### config.mk
export PLATFORM = sky130hd
export DESIGN_NAME = vga_text_writer
export DESIGN_NICKNAME = d
export VERILOG_FILES = /design/src/rtl/vga_text_writer.sv
export SDC_FILE = /design/constraint.sdc
export NUM_CORES = 1
export LEC_CHECK = 0
export ABC_AREA = 1
export CAP_MARGIN = 20
export CELL_PAD_IN_SITES_DETAIL_PLACEMENT = 1
export CELL_PAD_IN_SITES_GLOBAL_PLACEMENT = 2
export CORE_MARGIN = 10
export CORE_UTILIZATION = 27
export DETAILED_ROUTE_END_ITERATION = 8
export PLACE_DENSITY = 0.72
export REMOVE_ABC_BUFFERS = 1
export SLEW_MARGIN = 20
export SYNTH_ARGS = -nofsm -noshare
export SYNTH_HDL_FRONTEND = slang
export SYNTH_SLANG_ARGS = --single-unit
### constraint.sdc
create_clock -name px_clk -period 2.4 [get_ports px_clk]
set_clock_uncertainty 0.05 [all_clocks]
set_input_delay 0.48 -clock px_clk [delete_from_list [all_inputs] [get_ports px_clk]]
set_output_delay 0.48 -clock px_clk [all_outputs]
set_load 0.01 [all_outputs]
### src/rtl/vga_text_writer.sv
// rtl/vga_text_writer.sv - byte-stream writer for the VGA text character RAM
// Registered write port; outputs describe the action of the current state.
`timescale 1ns/1ps
module vga_text_writer #(
  parameter int         COLS  = 16,
  parameter int         ROWS  = 8,
  parameter logic [7:0] BLANK = 8'h20
) (
  input  logic       px_clk,
  input  logic       rst,
  input  logic [7:0] din,
  input  logic       valid,
  input  logic       hex,
  output logic       ready,
  output logic       wr_en,
  output logic [7:0] wr_addr,
  output logic [7:0] wr_data,
  output logic [7:0] cur_col,
  output logic [7:0] cur_row,
  output logic       busy
);

  localparam logic [7:0] LAST_COL  = 8'(COLS - 1);
  localparam logic [7:0] LAST_ROW  = 8'(ROWS - 1);
  localparam logic [7:0] LAST_CELL = 8'(COLS * ROWS - 1);
  // Wraps to 0 only when COLS=256, where ROWS=1 keeps the row term zero
  localparam logic [7:0] COLS8     = 8'(COLS);

  typedef enum logic [2:0] {
    S_IDLE,
    S_EXEC,
    S_HEX_HI,
    S_HEX_LO,
    S_CLEAR
  } state_t;

  state_t     r_state,   w_state_nxt;
  logic [7:0] r_byte,    w_byte_nxt;
  logic [7:0] r_col,     w_col_nxt;
  logic [7:0] r_row,     w_row_nxt;
  logic [7:0] r_cnt,     w_cnt_nxt;
  logic       r_wr_en,   w_wr_en_nxt;
  logic [7:0] r_wr_addr, w_wr_addr_nxt;
  logic [7:0] r_wr_data, w_wr_data_nxt;

  logic       w_xfer;
  logic [7:0] w_nl_row;
  logic [7:0] w_adv_col;
  logic [7:0] w_adv_row;
  logic [7:0] w_cur_addr;
  logic [7:0] w_adv_addr;

  assign w_xfer     = valid && (r_state == S_IDLE);
  assign w_nl_row   = (r_row == LAST_ROW) ? 8'd0 : r_row + 8'd1;
  assign w_adv_col  = (r_col == LAST_COL) ? 8'd0 : r_col + 8'd1;
  assign w_adv_row  = (r_col == LAST_COL) ? w_nl_row : r_row;
  assign w_cur_addr = r_row * COLS8 + r_col;
  assign w_adv_addr = w_adv_row * COLS8 + w_adv_col;

  always_ff @(posedge px_clk) begin
    if (rst) begin
      r_state   <= S_CLEAR;
      r_byte    <= 8'd0;
      r_col     <= 8'd0;
      r_row     <= 8'd0;
      r_cnt     <= 8'd0;
      r_wr_en   <= 1'b0;
      r_wr_addr <= 8'd0;
      r_wr_data <= 8'd0;
    end else begin
      r_state   <= w_state_nxt;
      r_byte    <= w_byte_nxt;
      r_col     <= w_col_nxt;
      r_row     <= w_row_nxt;
      r_cnt     <= w_cnt_nxt;
      r_wr_en   <= w_wr_en_nxt;
      r_wr_addr <= w_wr_addr_nxt;
      r_wr_data <= w_wr_data_nxt;
    end
  end

  always_comb begin
    w_state_nxt   = r_state;
    w_byte_nxt    = r_byte;
    w_col_nxt     = r_col;
    w_row_nxt     = r_row;
    w_cnt_nxt     = r_cnt;
    w_wr_en_nxt   = 1'b0;
    w_wr_addr_nxt = r_wr_addr;
    w_wr_data_nxt = r_wr_data;
    case (r_state)
      S_IDLE: begin
        if (w_xfer) begin
          w_byte_nxt = din;
          if (hex) begin
            w_state_nxt   = S_HEX_HI;
            w_wr_en_nxt   = 1'b1;
            w_wr_addr_nxt = w_cur_addr;
            w_wr_data_nxt = {4'h0, din[7:4]};
          end else if (din == 8'h0C) begin
            w_state_nxt   = S_CLEAR;
            w_cnt_nxt     = 8'd0;
            w_wr_en_nxt   = 1'b1;
            w_wr_addr_nxt = 8'd0;
            w_wr_data_nxt = BLANK;
          end else begin
            w_state_nxt = S_EXEC;
            if (din != 8'h0A) begin
              w_wr_en_nxt   = 1'b1;
              w_wr_addr_nxt = w_cur_addr;
              w_wr_data_nxt = din;
            end
          end
        end
      end
      S_EXEC: begin
        w_state_nxt = S_IDLE;
        if (r_byte == 8'h0A) begin
          w_col_nxt = 8'd0;
          w_row_nxt = w_nl_row;
        end else begin
          w_col_nxt = w_adv_col;
          w_row_nxt = w_adv_row;
        end
      end
      S_HEX_HI: begin
        w_state_nxt   = S_HEX_LO;
        w_col_nxt     = w_adv_col;
        w_row_nxt     = w_adv_row;
        w_wr_en_nxt   = 1'b1;
        w_wr_addr_nxt = w_adv_addr;
        w_wr_data_nxt = {4'h0, r_byte[3:0]};
      end
      S_HEX_LO: begin
        w_state_nxt = S_IDLE;
        w_col_nxt   = w_adv_col;
        w_row_nxt   = w_adv_row;
      end
      S_CLEAR: begin
        // Coming out of reset the write strobe is low, so cell 0 is issued first
        if (!r_wr_en) begin
          w_wr_en_nxt   = 1'b1;
          w_wr_addr_nxt = r_cnt;
          w_wr_data_nxt = BLANK;
        end else if (r_cnt == LAST_CELL) begin
          w_state_nxt = S_IDLE;
          w_col_nxt   = 8'd0;
          w_row_nxt   = 8'd0;
        end else begin
          w_cnt_nxt     = r_cnt + 8'd1;
          w_wr_en_nxt   = 1'b1;
          w_wr_addr_nxt = r_cnt + 8'd1;
          w_wr_data_nxt = BLANK;
        end
      end
      default: begin
        w_state_nxt = S_CLEAR;
        w_cnt_nxt   = 8'd0;
      end
    endcase
  end

  assign ready   = (r_state == S_IDLE);
  assign busy    = (r_state == S_CLEAR);
  assign wr_en   = r_wr_en;
  assign wr_addr = r_wr_addr;
  assign wr_data = r_wr_data;
  assign cur_col = r_col;
  assign cur_row = r_row;

endmodule

# Yosys cells after proc, flatten, opt, wreduce, memory -nomap -nowiden
# Cells that the tools add are included.
dict set report op_classes {
  add_sub_neg 5
  eq_ne 18
  mux 41
  bitwise 1
  reduce_logical 12
}
# cell n
set op_table {}
lappend op_table {{$mux W8} 23}
lappend op_table {{$pmux W8 S3} 5}
lappend op_table {{$add A8 B1 Y8 const B} 3}
lappend op_table {{$eq A8 B4 Y1 const B} 3}
lappend op_table {{$add A8 B8 Y8} 2}
lappend op_table {{$mux W3} 5}
lappend op_table {{$pmux W3 S4} 1}
lappend op_table {{$eq A8 B3 Y1 const B} 1}
lappend op_table {{$eq A8 B7 Y1 const B} 1}
lappend op_table {{$ne A2 B1 Y1 const B} 4}
lappend op_table {{$ne A8 B4 Y1 const B} 1}
lappend op_table {{$eq A3 B2 Y1 const B} 2}
lappend op_table {{$mux W1} 6}
lappend op_table {{$reduce_and A3 Y1} 2}
lappend op_table {{$reduce_and A6 Y1} 1}
lappend op_table {{$reduce_bool A3 Y1} 2}
lappend op_table {{$ne A2 B2 Y1 const B} 2}
lappend op_table {{$ne A4 B2 Y1 const B} 1}
lappend op_table {{$reduce_and A4 Y1} 1}
lappend op_table {{$reduce_or A2 Y1} 2}
lappend op_table {{$eq A3 B1 Y1 const B} 1}
lappend op_table {{$eq A3 B3 Y1 const B} 1}
lappend op_table {{$logic_not A3 Y1} 1}
lappend op_table {{$ne A3 B3 Y1 const B} 1}
lappend op_table {{5 further kinds} 5}
dict set report word_totals {
  reg_bits 52
  inputBits 12
  out_inout_bits 35
  wordCells 85
}

# Longest topological paths before layout
dict set report depth {
  ltp_word 6
  mapped_depth 15
  mapped_depth_nobuf 15
}

# Least setup slack after synthesis
# No wires, ideal clock.
dict set report synth_timing {
  path_type {flip-flop to flip-flop}
  startpoint {reg r_col[0], in the netlist cur_col[0]}
  endpoint {reg r_wr_addr[6], in the netlist wr_addr[6]}
  setup_ns 0.070
  arrival_time_ns 2.205
  path_slack_ns 0.075
  path_stages_with_launch 14
  n_path_buf 0
  synth_period_minus_slack_ns 2.325
  cell_sequence {dfxtp_1 -> ha_1 -> nand2_2 -> nor2_4 -> nand4_2 -> o21ai_1 -> ha_1 -> inv_1 -> fa_1 -> xnor2_1 -> nand2_1 -> o21ai_1 -> nor2_1 -> a21oi_1}
}
dict set report synth_between {
  elab_chain_cells 6
  word_cells_on_any_way 11
  classes_between {add/sub (3); eq/ne (1); mux (7)}
}
# item line
set synth_rtl {}
lappend synth_rtl {{start, declared} 39} ;# logic [7:0] r_col, w_col_nxt;
lappend synth_rtl {{start signal, assigned} 73} ;# r_col <= w_col_nxt;
lappend synth_rtl {{parallel branches: the longest is 5 deep, another holds $add A8 B1 Y8} -}
lappend synth_rtl {{$pmux W8 S3 (*)} 91} ;# case (r_state)
lappend synth_rtl {{end signal, assigned} 77} ;# r_wr_addr <= w_wr_addr_nxt;
lappend synth_rtl {{end, declared} 43} ;# logic [7:0] r_wr_addr, w_wr_addr_nxt;
# Every way passes the cells marked *. The select of a mux whose other input is x is not followed.
# A chain may end at the register's enable or synchronous reset.

# Worst setup path after layout
dict set report layout_timing {
  startpoint {reg r_col[1], in the netlist cur_col[1]}
  endpoint {reg r_wr_addr[7], in the netlist wr_addr[7]}
}
# Same word-level chain as after synthesis.

==> flow_summary_export.csv <==
group,metric,value,unit
status,outcome,"finished, final reports clean",
detailed_routing,drc,0,
sta,fmax,433,MHz
final_layout,final_cell_mix,"99 x nand2_1, 51 x inv_1, 50 x dfxtp_1",
floorplanning,die_area,16600,sq um
clocking,cts_root_buf,"clkbuf_16",
sta,relSlewSlack,0.701,
synth,ys_ff_latch,52,
pwr,switching_share,0.232,
setup_path,cp.required,2600,ps
grt,antenna_found_initial,0,
final_layout,final_common_cell,"nand2_1",
synth,syn_area,3200,sq um
flow_run,maxCapViolCount,0,
clocking,cts_buffer_depth,2,
synth,synth_warnings,0,
pwr,power_switching,0.000426,W
sta,finalCritPeriodShare,0.962,
sta,holdWs,408,ps
clocking,cts_setup_buffers,0,
synth,ys_seq_area_frac,0.325,
clocking,postCtsHoldBufs,0,
setup_path,crit_fanout,5,
pwr,vdd_drop_max,0.268,mV
clocking,tritoncts,"built",
detailed_routing,ant_nets,0,
final_layout,num-fill-cells,1466,
clocking,insertion_delay,310,ps
pwr,internal_power,0.00141,W
detailed_routing,drtPass1Iterations,4,
final_layout,synthToLayoutAreaGrowth,30.5,%
hold_path,min_path_type,"reg2reg",
detailed_routing,routedWlPerCell,16.4,um
setup_path,cp-end-kind,"flip-flop",
sta,slew_violations,0,
clocking,cts_max_level,2,
pwr,powerDensity,439,nW/um^2
sta,rsz0062_at_grt,"true",
sta,worstMarginPinSlew,448,ps
setup_path,worstSetupPathType,"reg2reg",
pwr,p_comb_frac,0.061,
placement,dpl.hpwl,8560,um
sta,fin_crit,2310,ps
floorplanning,core,11500,sq um
synth,synth_cell_types,39,
final_layout,diodes,0,
floorplanning,initial_utilization,0.278,
final_layout,drive_gt1_frac,0.144,
synth,synth_edf_count,0,
grt,grt_max_degree,25,
grt,grt_pass1_wl,18200,um
detailed_routing,routed_via_density,4.83,
grt,overflow,0,
grt,grt_usage,0.138,
setup_path,cp-start-kind,"flip-flop",
clocking,post_cts_resize_count,0,
floorplanning,io_pins,47,
floorplanning,die_y,129,um
pwr,power_leakage,1.72,nW
placement,place.gp.congestion,0.826,
placement,io_buffer_count,46,
sta,final_hold_viol_count,0,
detailed_routing,drt-initial-drc-count,136,
synth,syn-instance-count,472,
clocking,cts.sinks,52,
final_layout,final_core_util,0.363,
floorplanning,fp-row-count,39,
setup_path,worstPathArrival,2510,ps
final_layout,multi_input_area,1910,sq um
clocking,clkSlewWorstSetupHoldPaths,70,ps
pwr,clockPowerShare,0.461,
clocking,cts_made_buffers,5,
final_layout,nNetsFinal,558,
detailed_routing,routed_wl,11100,um
synth,async_flop_share,0,
floorplanning,dieWidth,129,um
grt,grt_pass1_vias,3469,
synth,syn_avg_cell_area,6.79,sq um
pwr,seqPwrFrac,0.478,
detailed_routing,dr_total_vias,3282,
sta,setup_viol,0,
synth,synth_ff_type,"dfxtp_1",
pwr,power,0.00183,W
final_layout,regArea,1040,sq um
-- layout make-up --
type	instances	area share
clock inverters	3	0.0102
inverters	59	0.0536
flip-flops and latches	52	0.250
clock buffers	5	0.0299
multi-input cells	345	0.457
repair buffers	72	0.157
well taps	143	0.0428
-- power groups by stage --
stage	registers (W)	logic [W]	clock network (W)
after CTS	0.000877	0.000114	0.000886
after floorplan	0.000898	0.0000451	0
after global routing	0.000878	0.000126	0.000913
after detailed placement	0.000897	0.000113	0
after global placement	0.000897	0.000113	0
final	0.000877	0.000113	0.000845
-- per-stage QoR --
stage	area [sq um]	std cells	worst slack [ps]	setup TNS (ps)
6_report	4180	679	91.5	0
5_1_grt	4180	679	-63.7	-176
4_1_cts	4110	679	11.7	0
3_5_place_dp	3940	671	24.1	0
3_3_place_gp	3940	671	134	0
2_1_floorplan	3110	456	57.6	0
-- logic make-up (layout without fill, tap and decap cells) --
family                   after synthesis  count (layout)  share of synthesized area
AND/OR/NAND/NOR                      209             209                      0.302
flip-flops                            52              52                      0.325
AO/OA/AOI/OAI                        115             115                      0.198
XOR/XNOR                              10              10                     0.0273
adder cells (fa/ha/maj)               11              11                     0.0477
buffers and inverters                 75             139                      0.100
-- sequential cells by signal (all words and copies together) (netlist names) --
name	cells
wr_data	8
cur_row	8
wr_en	1
r_cnt	8
r_byte	8
cur_col	8
wr_addr	8
r_state	3
-- cell usage after synthesis (7+ instances only) --
cell / number / area, sq um
inv_1: 51 / 191
nor2_2: 7 / 43.8
dfxtp_1: 52 / 1040
nand3_1: 32 / 160
nand2_1: 99 / 372
o21ai_1: 7 / 35.0
a211oi_1: 9 / 67.6
nor2_1: 45 / 169
ha_1: 9 / 113
a21oi_1: 46 / 230
xor2_1: 7 / 61.3
o21ai_0: 37 / 185
-- worst paths after layout --
kind	endpoint	start	slack [ps]	depth (start not counted)
max	wr_addr[7]	cur_col[1]	90	14
min	r_byte[5]	r_byte[5]	410	2
max reg2reg	wr_addr[7]	cur_col[1]	90	14
min reg2reg	r_byte[5]	r_byte[5]	410	2
-- worst max-delay path, stage by stage (launching register included) --
cell and delay, ps:
dfxtp_2 360, ha_4 160, nand2_4 50, nor2_4 170, nand4_1 160, o21a_1 250, ha_1 300, a21o_1 170
a21oi_2 150, inv_1 70, nand3_2 70, nand2_1 50, nand2_1 70, nand3_2 70, a21oi_2 110
-- per-layer routing --
metal	GRT usage	routed length [um]	vias to the layer above
met5	0	0	-
met1	0.180	5410	1560
li1	-	-	1683
met2	0.220	5220	31
met4	0.0415	139	0
met3	0.0337	368	8
No activity file was read; power rests on OpenSTA's default activity.
